$ cat src/rtl/fetch_unit.sv
// fetch_unit: issues in-order instruction fetches at pc_in and buffers the returned words for decode.
// Optional build macro FETCH_STALL_CNT_EN adds a 32-bit saturating stall_cnt output.
module fetch_unit #(
  parameter int ADDR_W = 32,
  parameter int DATA_W = 32,
  parameter int DEPTH  = 4
) (
  input  logic              clk,
  input  logic              reset,
  input  logic [ADDR_W-1:0] pc_in,
  output logic              pc_advance,
  input  logic              redirect_valid,
  input  logic [ADDR_W-1:0] redirect_pc,
  output logic              imem_req_valid,
  input  logic              imem_req_ready,
  output logic [ADDR_W-1:0] imem_req_addr,
  input  logic              imem_rsp_valid,
  input  logic [DATA_W-1:0] imem_rsp_data,
  output logic              inst_valid,
  input  logic              inst_ready,
  output logic [DATA_W-1:0] inst_data,
  output logic [ADDR_W-1:0] inst_pc
`ifdef FETCH_STALL_CNT_EN
  ,
  output logic [31:0]       stall_cnt
`endif
);
  localparam int PW = $clog2(DEPTH);
  localparam int CW = PW + 1;

  typedef enum logic {RUN, DRAIN} state_t;
  state_t state_q, state_d;

  logic [CW-1:0]     outstanding_q, outstanding_d;
  logic [CW-1:0]     discard_q, discard_d;
  logic [CW-1:0]     fifo_cnt_q, fifo_cnt_d;
  logic [PW-1:0]     tag_wr_q, tag_rd_q, fifo_wr_q, fifo_rd_q;
  logic [ADDR_W-1:0] tag_mem  [DEPTH];
  logic [ADDR_W-1:0] pc_mem   [DEPTH];
  logic [DATA_W-1:0] data_mem [DEPTH];

  logic [CW:0] in_use;
  logic        credit_ok, accept, rsp_fire, rsp_keep, inst_pop;
  logic        unused_redirect_pc;

  // The PC module loads the branch target itself; only the flush matters here.
  assign unused_redirect_pc = ^redirect_pc;

  assign in_use    = {1'b0, outstanding_q} + {1'b0, fifo_cnt_q};
  assign credit_ok = in_use < DEPTH[CW:0];

  // Qualified by reset so no request or PC step escapes while reset is held.
  assign imem_req_valid = reset && (state_q == RUN) && !redirect_valid && credit_ok;
  assign imem_req_addr  = pc_in;
  assign accept         = imem_req_valid && imem_req_ready;
  assign pc_advance     = accept;

  assign rsp_fire   = imem_rsp_valid && (outstanding_q != '0);
  assign rsp_keep   = rsp_fire && (discard_q == '0) && !redirect_valid;
  assign inst_valid = fifo_cnt_q != '0;
  assign inst_pop   = inst_valid && inst_ready;
  assign inst_data  = inst_valid ? data_mem[fifo_rd_q] : '0;
  assign inst_pc    = inst_valid ? pc_mem[fifo_rd_q]   : '0;

  // NOTE: every always_comb output is defaulted first so no path can infer a latch.
  always_comb begin
    state_d       = state_q;
    outstanding_d = outstanding_q;
    discard_d     = discard_q;
    fifo_cnt_d    = fifo_cnt_q;
    if (accept && !rsp_fire)      outstanding_d = outstanding_q + CW'(1);
    else if (!accept && rsp_fire) outstanding_d = outstanding_q - CW'(1);
    if (redirect_valid) begin
      discard_d  = outstanding_q - CW'(rsp_fire);
      fifo_cnt_d = '0;
      state_d    = (discard_d != '0) ? DRAIN : RUN;
    end else begin
      if (rsp_fire && (discard_q != '0)) discard_d = discard_q - CW'(1);
      fifo_cnt_d = fifo_cnt_q + CW'(rsp_keep) - CW'(inst_pop);
      if ((state_q == DRAIN) && (discard_q == '0)) state_d = RUN;
    end
  end

  // NOTE: state registers use non-blocking assignments so every flop samples pre-edge values.
  always_ff @(posedge clk or negedge reset) begin
    if (!reset) begin
      state_q       <= RUN;
      outstanding_q <= '0;
      discard_q     <= '0;
      fifo_cnt_q    <= '0;
      tag_wr_q      <= '0;
      tag_rd_q      <= '0;
      fifo_wr_q     <= '0;
      fifo_rd_q     <= '0;
    end else begin
      state_q       <= state_d;
      outstanding_q <= outstanding_d;
      discard_q     <= discard_d;
      fifo_cnt_q    <= fifo_cnt_d;
      if (accept)   tag_wr_q <= tag_wr_q + PW'(1);
      if (rsp_fire) tag_rd_q <= tag_rd_q + PW'(1);
      if (redirect_valid) begin
        fifo_wr_q <= '0;
        fifo_rd_q <= '0;
      end else begin
        if (rsp_keep) fifo_wr_q <= fifo_wr_q + PW'(1);
        if (inst_pop) fifo_rd_q <= fifo_rd_q + PW'(1);
      end
    end
  end

  // NOTE: storage arrays are not reset; counts and pointers define validity and outputs are gated.
  always_ff @(posedge clk) begin
    if (accept) tag_mem[tag_wr_q] <= pc_in;
    if (rsp_keep) begin
      pc_mem[fifo_wr_q]   <= tag_mem[tag_rd_q];
      data_mem[fifo_wr_q] <= imem_rsp_data;
    end
  end

`ifdef FETCH_STALL_CNT_EN
  logic stall_evt;
  assign stall_evt = (imem_req_valid && !imem_req_ready) ||
                     ((state_q == RUN) && !redirect_valid && !credit_ok);

  always_ff @(posedge clk or negedge reset) begin
    if (!reset)                               stall_cnt <= '0;
    else if (stall_evt && (stall_cnt != '1))  stall_cnt <= stall_cnt + 32'd1;
  end
`endif

endmodule

$ cat config.mk
export PLATFORM = sky130hd
export DESIGN_NAME = fetch_unit
export DESIGN_NICKNAME = d
export VERILOG_FILES = /design/src/rtl/fetch_unit.sv
export SDC_FILE = /design/constraint.sdc
export NUM_CORES = 1
export LEC_CHECK = 0
export BUFFER_PORTS_ARGS = -buffer_cell sky130_fd_sc_hd__buf_2
export CAP_MARGIN = 5
export CORE_MARGIN = 4
export CORE_UTILIZATION = 30
export CTS_CLUSTER_SIZE = 20
export DETAILED_ROUTE_END_ITERATION = 10
export SLEW_MARGIN = 10
export SYNTH_ARGS = -nofsm -noshare
export SYNTH_HDL_FRONTEND = slang
export SYNTH_SLANG_ARGS = --single-unit
$ cat constraint.sdc
create_clock -name clk -period 5.21 [get_ports clk]
set_input_delay 1.3025 -clock clk [delete_from_list [all_inputs] [get_ports clk]]
set_output_delay 1.3025 -clock clk [all_outputs]
set_load 0.01 [all_outputs]
### After elaboration in Yosys (flattened, before gate mapping)

Memories as Yosys holds them, arrays and structs flattened.
Cells that the tools add are included.

| word-level totals | value |
|---|---|
| memories kept | 3 |
| bits in writable memories | 384 |
| input bits | 102 |
| flip-flop bits (word level) | 18 |
| memory bits (read-only) | 0 |
| word-level logic and storage cells | 67 |
| bits in latches | 0 |

| cells by class | value |
|---|---|
| $add $sub $neg | 11 |
| divide/modulo/power cells | 0 |
| multiplexer cells | 18 |
| multipliers | 0 |
| reduce and logical (&&, ||, !) cells | 25 |
| bitwise gates (word level) | 1 |
| equality and inequality tests | 0 |
| shift operators | 0 |
| $lt $le $gt $ge | 1 |

Memories:

| name | depth | width | rd ports | clocked after memory_dff | write ports | line | source |
|---|---|---|---|---|---|---|---|
| data_mem | 4 | 32 | 1 | 0 | 1 | 40 | `logic [DATA_W-1:0] data_mem [DEPTH];` |
| pc_mem | 4 | 32 | 1 | 0 | 1 | 39 | `logic [ADDR_W-1:0] pc_mem [DEPTH];` |
| tag_mem | 4 | 32 | 1 | 0 | 1 | 38 | `logic [ADDR_W-1:0] tag_mem [DEPTH];` |

Operators with widths:

| kind | number |
|---|---|
| 32-bit 2-to-1 mux | 2 |
| 3-bit 2-to-1 mux | 5 |
| 1-bit logical AND | 12 |
| 3-bit nonzero test | 4 |
| 2-bit nonzero test | 5 |
| 2-bit by 1-bit adder with 2-bit output (second input constant) | 4 |
| 2-bit 2-to-1 mux | 4 |
| 1-bit 2-to-1 mux | 7 |
| 3-bit by 1-bit subtractor with 3-bit output | 2 |
| 3-bit by 1-bit subtractor with 3-bit output (second input constant) | 2 |
| 3-bit by 3-bit adder with 4-bit output | 1 |
| 4-bit by 3-bit less-than comparator with 1-bit output (second input constant) | 1 |
| 3-bit by 1-bit adder with 3-bit output | 1 |
| 3-bit by 1-bit adder with 3-bit output (second input constant) | 1 |
| 1-bit zero test | 3 |
| 3-bit zero test | 1 |
| 1-bit NOT | 1 |

### Logic depth before layout (Yosys ltp)

Gate-level depths: netlist (run 1).

| logic depth | value |
|---|---|
| depth after elaboration | 9 |
| gate-level depth with buffers | 12 |

### Worst setup path after synthesis (run 1)

Ideal clock, no wire load.

| path | value |
|---|---|
| path kind | input-to-reg |
| start point | in imem_rsp_valid |
| end point | mem data_mem[0][0], enable pin |
| arrival | 3.272 ns |
| stages | 3 |
| buffers on the path | 0 |
| path slack | 1.509 ns |
| cell sequence | o31ai_4 > nor3_1 > and2_1 |

| on the way | value |
|---|---|
| longest elaborated chain between the ends | 5 |

Ends and longest elaborated chain:

| item | line | source |
|---|---|---|
| start, declared | 17 | `input logic imem_rsp_valid,` |
| 1-bit logical AND | 58 | `assign rsp_fire = imem_rsp_valid && (outstanding_q != '0);` |
| 1-bit logical AND (2 in series) | 59 | `assign rsp_keep = rsp_fire && (discard_q == '0) && !redirect_valid;` |
| 1-bit 2-to-1 mux | 115 | `if (rsp_keep) begin` |
| 1-bit 2-to-1 mux (implied by the code) | 117 | `data_mem[fifo_wr_q] <= imem_rsp_data;` |
| end, declared | 40 |  |

No other way between the ends.

### Final worst setup path (run 1)

| path | value |
|---|---|
| start point | reg fifo_rd_q[0] |
| end point | out inst_pc[1] |

| on the way | value |
|---|---|
| longest elaborated chain between the ends | 2 |

Ends and longest elaborated chain:

| item | line | source |
|---|---|---|
| start, declared | 37 | `logic [PW-1:0] tag_wr_q, tag_rd_q, fifo_wr_q, fifo_rd_q;` |
| start signal, assigned | 107 | `if (inst_pop) fifo_rd_q <= fifo_rd_q + PW'(1);` |
| memory 4 x 32 bit | n/a |  |
| 32-bit 2-to-1 mux | 63 | `assign inst_pc = inst_valid ? pc_mem[fifo_rd_q] : '0;` |
| end, declared | 22 | `output logic [ADDR_W-1:0] inst_pc` |

No other way between the ends.

==> results of run 1 <==
## routing by layer
layer	global-route usage	vias up	share of wire
met2	0.197	160	0.51
met5	0	-	0
met1	0.144	3746	0.42
li1	-	3201	-
met4	0.0327	0	0.022
met3	0.0305	51	0.055
## cells by family (layout without fill, tap and decap cells)
kind of cell,Yosys count,in the layout,synth area share
AND/OR/NAND/NOR,96,96,0.0363
buffers and inverters,79,274,0.0304
adder cells (fa/ha/maj),19,19,0.0161
multiplexers,98,98,0.139
XOR/XNOR,11,11,0.00614
flip-flops,402,402,0.764
AO/OA/AOI/OAI,17,17,0.00758
## metrics by stage
step                      instances  power (mW)  area (um^2)
after detailed placement       1522        6.38        17100
after floorplan                 722        5.52        15700
after CTS                      1597        9.22        18400
after global placement         1522        6.34        17100
final                          1597        9.01        18400
after global routing           1597        9.52        18400
## sequential cells by signal (all words and copies together), names as in the netlist
| signal | cells |
|---|---|
| fifo_wr_q | 2 |
| fifo_rd_q | 2 |
| state_q | 1 |
| outstanding_q | 3 |
| tag_rd_q | 2 |
| tag_mem | 128 |
| tag_wr_q | 2 |
| discard_q | 3 |
| pc_mem | 128 |
| fifo_cnt_q | 3 |
| data_mem | 128 |
## area by class of cell
class	instances	area (um^2)
clock buffer	51	1080
inverter	16	60.1
sequential	402	12000
clock inverter	24	199
timing repair buffer	183	966
fill	4773	33100
multi-input combinational	241	3240
tap	680	851
## final timing paths
path / from / to / slack [ns] / depth (start not counted)
max reg2reg: discard_q[0] / data_mem[1][7] / 2.33 / 6
max in group asynchronous: reset / tag_rd_q[0] / 4.19 / 1
max: fifo_rd_q[0] / inst_pc[1] / 1.13 / 4
min: state_q / state_q / 0.56 / 2
min reg2reg: state_q / state_q / 0.56 / 2
min in group asynchronous: reset / fifo_rd_q[1] / 0.67 / 1
## synth_stat cells (6+ instances only)
cell,n,share of area
and2_1,72,0.029
buf_2,12,0.0038
buf_4,34,0.016
clkbuf_1,12,0.0029
dfrtp_1,18,0.029
edfxtp_1,384,0.74
ha_1,17,0.014
inv_1,15,0.0036
mux4_2,96,0.14
nor2_1,8,0.0019
xor2_1,6,0.0034
## worst max-delay path, cell delays in order (launching register included)
cell     delay, ns
dfrtp_4       0.91
buf_4         0.42
mux4_2        0.53
and2_1        0.19
buf_2         0.15
## power by group through the flow
stage               combinational, mW  clock (mW)  sequential (mW)
floorplan                        1.58           0             3.94
global placement                 2.29           0             4.05
detailed placement               2.33           0             4.06
CTS                              2.33        2.90             3.99
global route                     2.48        3.03             4.01
finish                           2.24        2.79             3.98
==> metrics.md, run 1 <==
| Metric | Value |
|---|---|
| Status | complete, no violations |
| First-pass GRT wire length | 48700 um |
| Critical Path Fanout Max | 30 |
| Initial Utilization | 0.304 |
| Clk_lat worst skew | 0.57 ns |
| Setup total negative slack | 0 ns |
| Clk buf depth | 3 |
| Peak supply drop | 0.000271 V |
| # setup viols final | 0 |
| Ant diodes | 0 |
| Hold Crit Class | flip-flop to flip-flop |
| Pre-CTS setup slack | 1.25 ns |
| Reg clk slew, reported paths | 0.06 ns |
| Asr flop ratio synth | 0.0448 |
| Initial DRC count | 332 |
| Critical path required time | 3.91 ns |
| Final hold violations | 0 |
| Lkg Pwr | 6.17 nW |
| Routed WL per cell | 20.2 um |
| GPL Wtd Cong | 0.681 |
| Final worst slack | 1.13 ns |
| Vias in the first global route | 7653 |
| Mapped Cells | 722 |
| CTS resizes | 0 |
| Worst slew pin tran | 1.03 ns |
| Startpoint types | flip-flop |
| CTS H-tree lvls | 2 |
| Internal power | 6.40 mW |
| Clock group share of total power | 0.310 |
| IO Count | 201 |
| CTS sink cnt | 402 |
| Initial antenna violation count | 0 |
| Power Dens Cells | 490 nW/um^2 |
| Core area | 51500 um^2 |
| Post-Route Utilization | 0.357 |
| DIE AREA | 56000 um^2 |
| Routed Antenna Nets | 0 |
| Global route overflow | 0 |
| Post-Syn Area | 15700 um^2 |
| Area growth syn-to-layout | 17.3% |
| Primary FF master, synth | edfxtp_1 |
| DRC | 0 |
| Largest net degree at the start of global routing | 66 |
| Die Span X | 237 um |
| Max Slew Vio Count | 0 |
| Sw frac | 0.290 |
| Number of synthesized register bits | 402 |
| Comb power frac | 0.248 |
| YS warnings | 0 |
| CTS root buf | clkbuf_16 |
| Hold WS | 0.555 ns |
| Total CTS buffers | 42 |
| Port-buffer cells | 168 |
| GRT Overall Usage | 0.115 |
| Switching pwr | 2.61 mW |
| Fmax | 245 MHz |
| Post-synth EDFFs | 384 |
| DR pass1 iterations | 4 |
| # nets final | 1007 |
| WL final | 32300 um |
| Syn_area_per_cell | 21.7 um^2 |
| Die Height | 237 um |
| Share of post-route cells with drive strength above 1 | 0.382 |
| Syn Nets | 843 |
| CTS Hold Bufs | 0 |
| Max_cap viols | 0 |
| Register area share after synthesis | 0.764 |
| Most common cell after layout, fill and taps aside | edfxtp_1 |
| Via/cell ratio | 4.48 |
| Rel. slew slack | 0.316 |
| Placed wire-length estimate | 18900 um |
| Sequential share of power | 0.442 |
| RSZ-0062 raised after global routing | false |
| Post-CTS setup buffers | 0 |
| Worst Setup End Kind | output port |
| Unique masters post-synth | 33 |
| Via count | 7158 |
| Crit path DAT | 2.78 ns |
| Most frequent cells in the layout | edfxtp_1 (384), buf_2 (168), mux4_2 (96) |
| Final worst-path cycle share | 0.783 |
| Min Clock Period, post-route | 4.08 ns |
| CTS tree | yes |
| Cell Rows | 83 |
| Worst Skew | 0.0262 ns |
| Setup CP Type | flip-flop to output port |
Note: power is estimated with default switching activity, not from simulation.
==> inputs of run 2 (changes only) <==
- clock period: 5.21 -> 3.4 ns (I/O delays scaled with it)
==> metrics.md, run 2 (synthesis gave the netlist of run 1 again) <==
| Metric | Value |
|---|---|
| Status | complete, no violations |
| Power Dens Cells | 755 nW/um^2 (+54%) |
| CTS H-tree lvls | 2 (unchanged) |
| Fmax | 314 MHz |
| Area growth syn-to-layout | 19.7% |
| Critical path required time | 2.55 ns (-1.36 ns) |
| Ant diodes | 0 (unchanged) |
| Clock group share of total power | 0.323 (+0.013) |
| Sw frac | 0.284 (-0.00525) |
| CTS tree | yes |
| Crit path DAT | 2.33 ns (-0.45 ns) |
| Rel. slew slack | 0.635 (+0.320) |
| Lkg Pwr | 6.35 nW (+2.9%) |
| DIE AREA | 56000 um^2 (unchanged) |
| CTS resizes | 0 (unchanged) |
| Reg clk slew, reported paths | 0.06 ns (about the same) |
| # nets final | 1020 (+1.3%) |
| Most frequent cells in the layout | edfxtp_1 (384), buf_2 (168), mux4_2 (96) |
| Final worst-path cycle share | 0.936 |
| IO Count | 201 (unchanged) |
| Global route overflow | 0 (unchanged) |
| Routed WL per cell | 19.9 um (-1.9%) |
| Die Height | 237 um (unchanged) |
| Via count | 7253 (+1.3%) |
| Worst r2r src | outstanding_q[2] |
| Post-CTS setup buffers | 0 (unchanged) |
| Setup CP Type | flip-flop to output port |
| Via/cell ratio | 4.49 (+0.26%) |
| Initial Utilization | 0.304 (unchanged) |
| CTS sink cnt | 402 (unchanged) |
| Worst Skew | 0.0286 ns (+0.00240 ns) |
| Share of post-route cells with drive strength above 1 | 0.400 (+0.0187) |
| Vias in the first global route | 7776 (+1.6%) |
| Worst slew pin tran | 0.547 ns (-0.479 ns) |
| Post-Route Utilization | 0.364 (+0.00746) |
| GRT Overall Usage | 0.113 (-0.00131) |
| RSZ-0062 raised after global routing | false |
| Worst Setup End Kind | output port |
| Clk_lat worst skew | 0.57 ns (about the same) |
| Placed wire-length estimate | 19600 um (+3.8%) |
| Switching pwr | 4.03 mW (+54%) |
| Placed cells | 1534 (+0.79%) |
| Max_cap viols | 0 (unchanged) |
| Internal power | 10.1 mW (+58%) |
| Biggest regs | data_mem x128, pc_mem x128, tag_mem x128 |
| GPL Wtd Cong | 0.659 (-3.2%) |
| Startpoint types | flip-flop |
| First-pass GRT wire length | 48200 um (-0.96%) |
| Sequential share of power | 0.423 (-0.019) |
| Initial DRC count | 378 (+14%) |
| Post-route insts no fill | 1614 (+1.1%) |
| Core area | 51500 um^2 (unchanged) |
| Hold WS | 0.279 ns (-0.276 ns) |
| CTS root buf | clkbuf_16 |
| Routed Antenna Nets | 0 (unchanged) |
| DR pass1 iterations | 4 (unchanged) |
| Initial antenna violation count | 0 (unchanged) |
| Port-buffer cells | 168 (unchanged) |
| DRC | 0 (unchanged) |
| Min Clock Period, post-route | 3.18 ns |
| Setup total negative slack | 0 ns (unchanged) |
| Max Slew Vio Count | 0 (unchanged) |
| WL final | 32100 um (-0.81%) |
| # setup viols final | 0 (unchanged) |
| Die Span X | 237 um (unchanged) |
| Total CTS buffers | 43 (+2.4%) |
| Critical path launch point | fifo_rd_q[0] |
| CTS Hold Bufs | 0 (unchanged) |
| Cell Rows | 83 (unchanged) |
| Peak supply drop | 0.000372 V (+38%) |
| Hold Crit Class | primary input to asynchronous set/reset pin |
| Final hold violations | 0 (unchanged) |
| Clk buf depth | 3 (unchanged) |
| Critical Path Fanout Max | 22 (-27%) |
| Largest net degree at the start of global routing | 36 (-45%) |
| Most common cell after layout, fill and taps aside | edfxtp_1 |
| Comb power frac | 0.254 (+0.006) |
==> run 2: cell types whose count changed in the layout (fill, tap and decap cells not counted), sizes merged <==
| cell | change |
|---|---|
| buf | +12 |
| bufinv | +2 |
| inv | +1 |
| clkinvlp | -1 |
| clkinv | +2 |
| clkbuf | +1 |
==> run 2: final cells by class <==
cell class                      count  area [um^2]
Clock buffer                       52         1140
Clock inverter                     28          263
Fill cell                        4802        32700
Inverter                           16         60.1
Multi-Input combinational cell    241         3240
Sequential cell                   402        12000
Tap cell                          680          851
Timing Repair Buffer              195         1230
==> run 2: path summary, 6_finish.rpt <==
path,to,cells after the start,slack (ns)
min,fifo_cnt_q[2],2,0.28
max in group asynchronous,tag_rd_q[0],2,2.87
min reg2reg,state_q,2,0.55
min in group clk,data_mem[3][14],1,0.51
max,inst_data[28],4,0.22
max reg2reg,fifo_cnt_q[2],11,0.92
==> run 2: through the flow <==
stage | area, um^2 | setup WS (ns) | total power, mW
after CTS | 18800 | 0.106 | 14.5
after global placement | 17400 | 0.567 | 9.77
after global routing | 18800 | 0.0614 | 14.9
final | 18800 | 0.217 | 14.2
after floorplan | 15700 | 0.152 | 8.47
after detailed placement | 17400 | 0.558 | 9.84
==> run 2: critical path: stages (launching register included) <==
cell     delay (ns)
dfrtp_4        0.44
buf_4          0.41
mux4_2         0.56
and2_1         0.19
buf_2          0.14
==> run 2: power groups by stage <==
stage	Clock [mW]	Sequential, mW	Combinational (mW)
2_1_floorplan	0	6.04	2.42
3_3_place_gp	0	6.09	3.68
3_5_place_dp	0	6.10	3.74
4_1_cts	4.74	5.99	3.75
5_1_grt	4.95	6.01	3.97
6_report	4.58	5.99	3.60
==> run 2: routing by layer <==
layer | GRT usage | part of all wire
met1 | 0.144 | 0.43
met2 | 0.198 | 0.51
met3 | 0.0232 | 0.039
met4 | 0.0331 | 0.021
met5 | 0 | 0
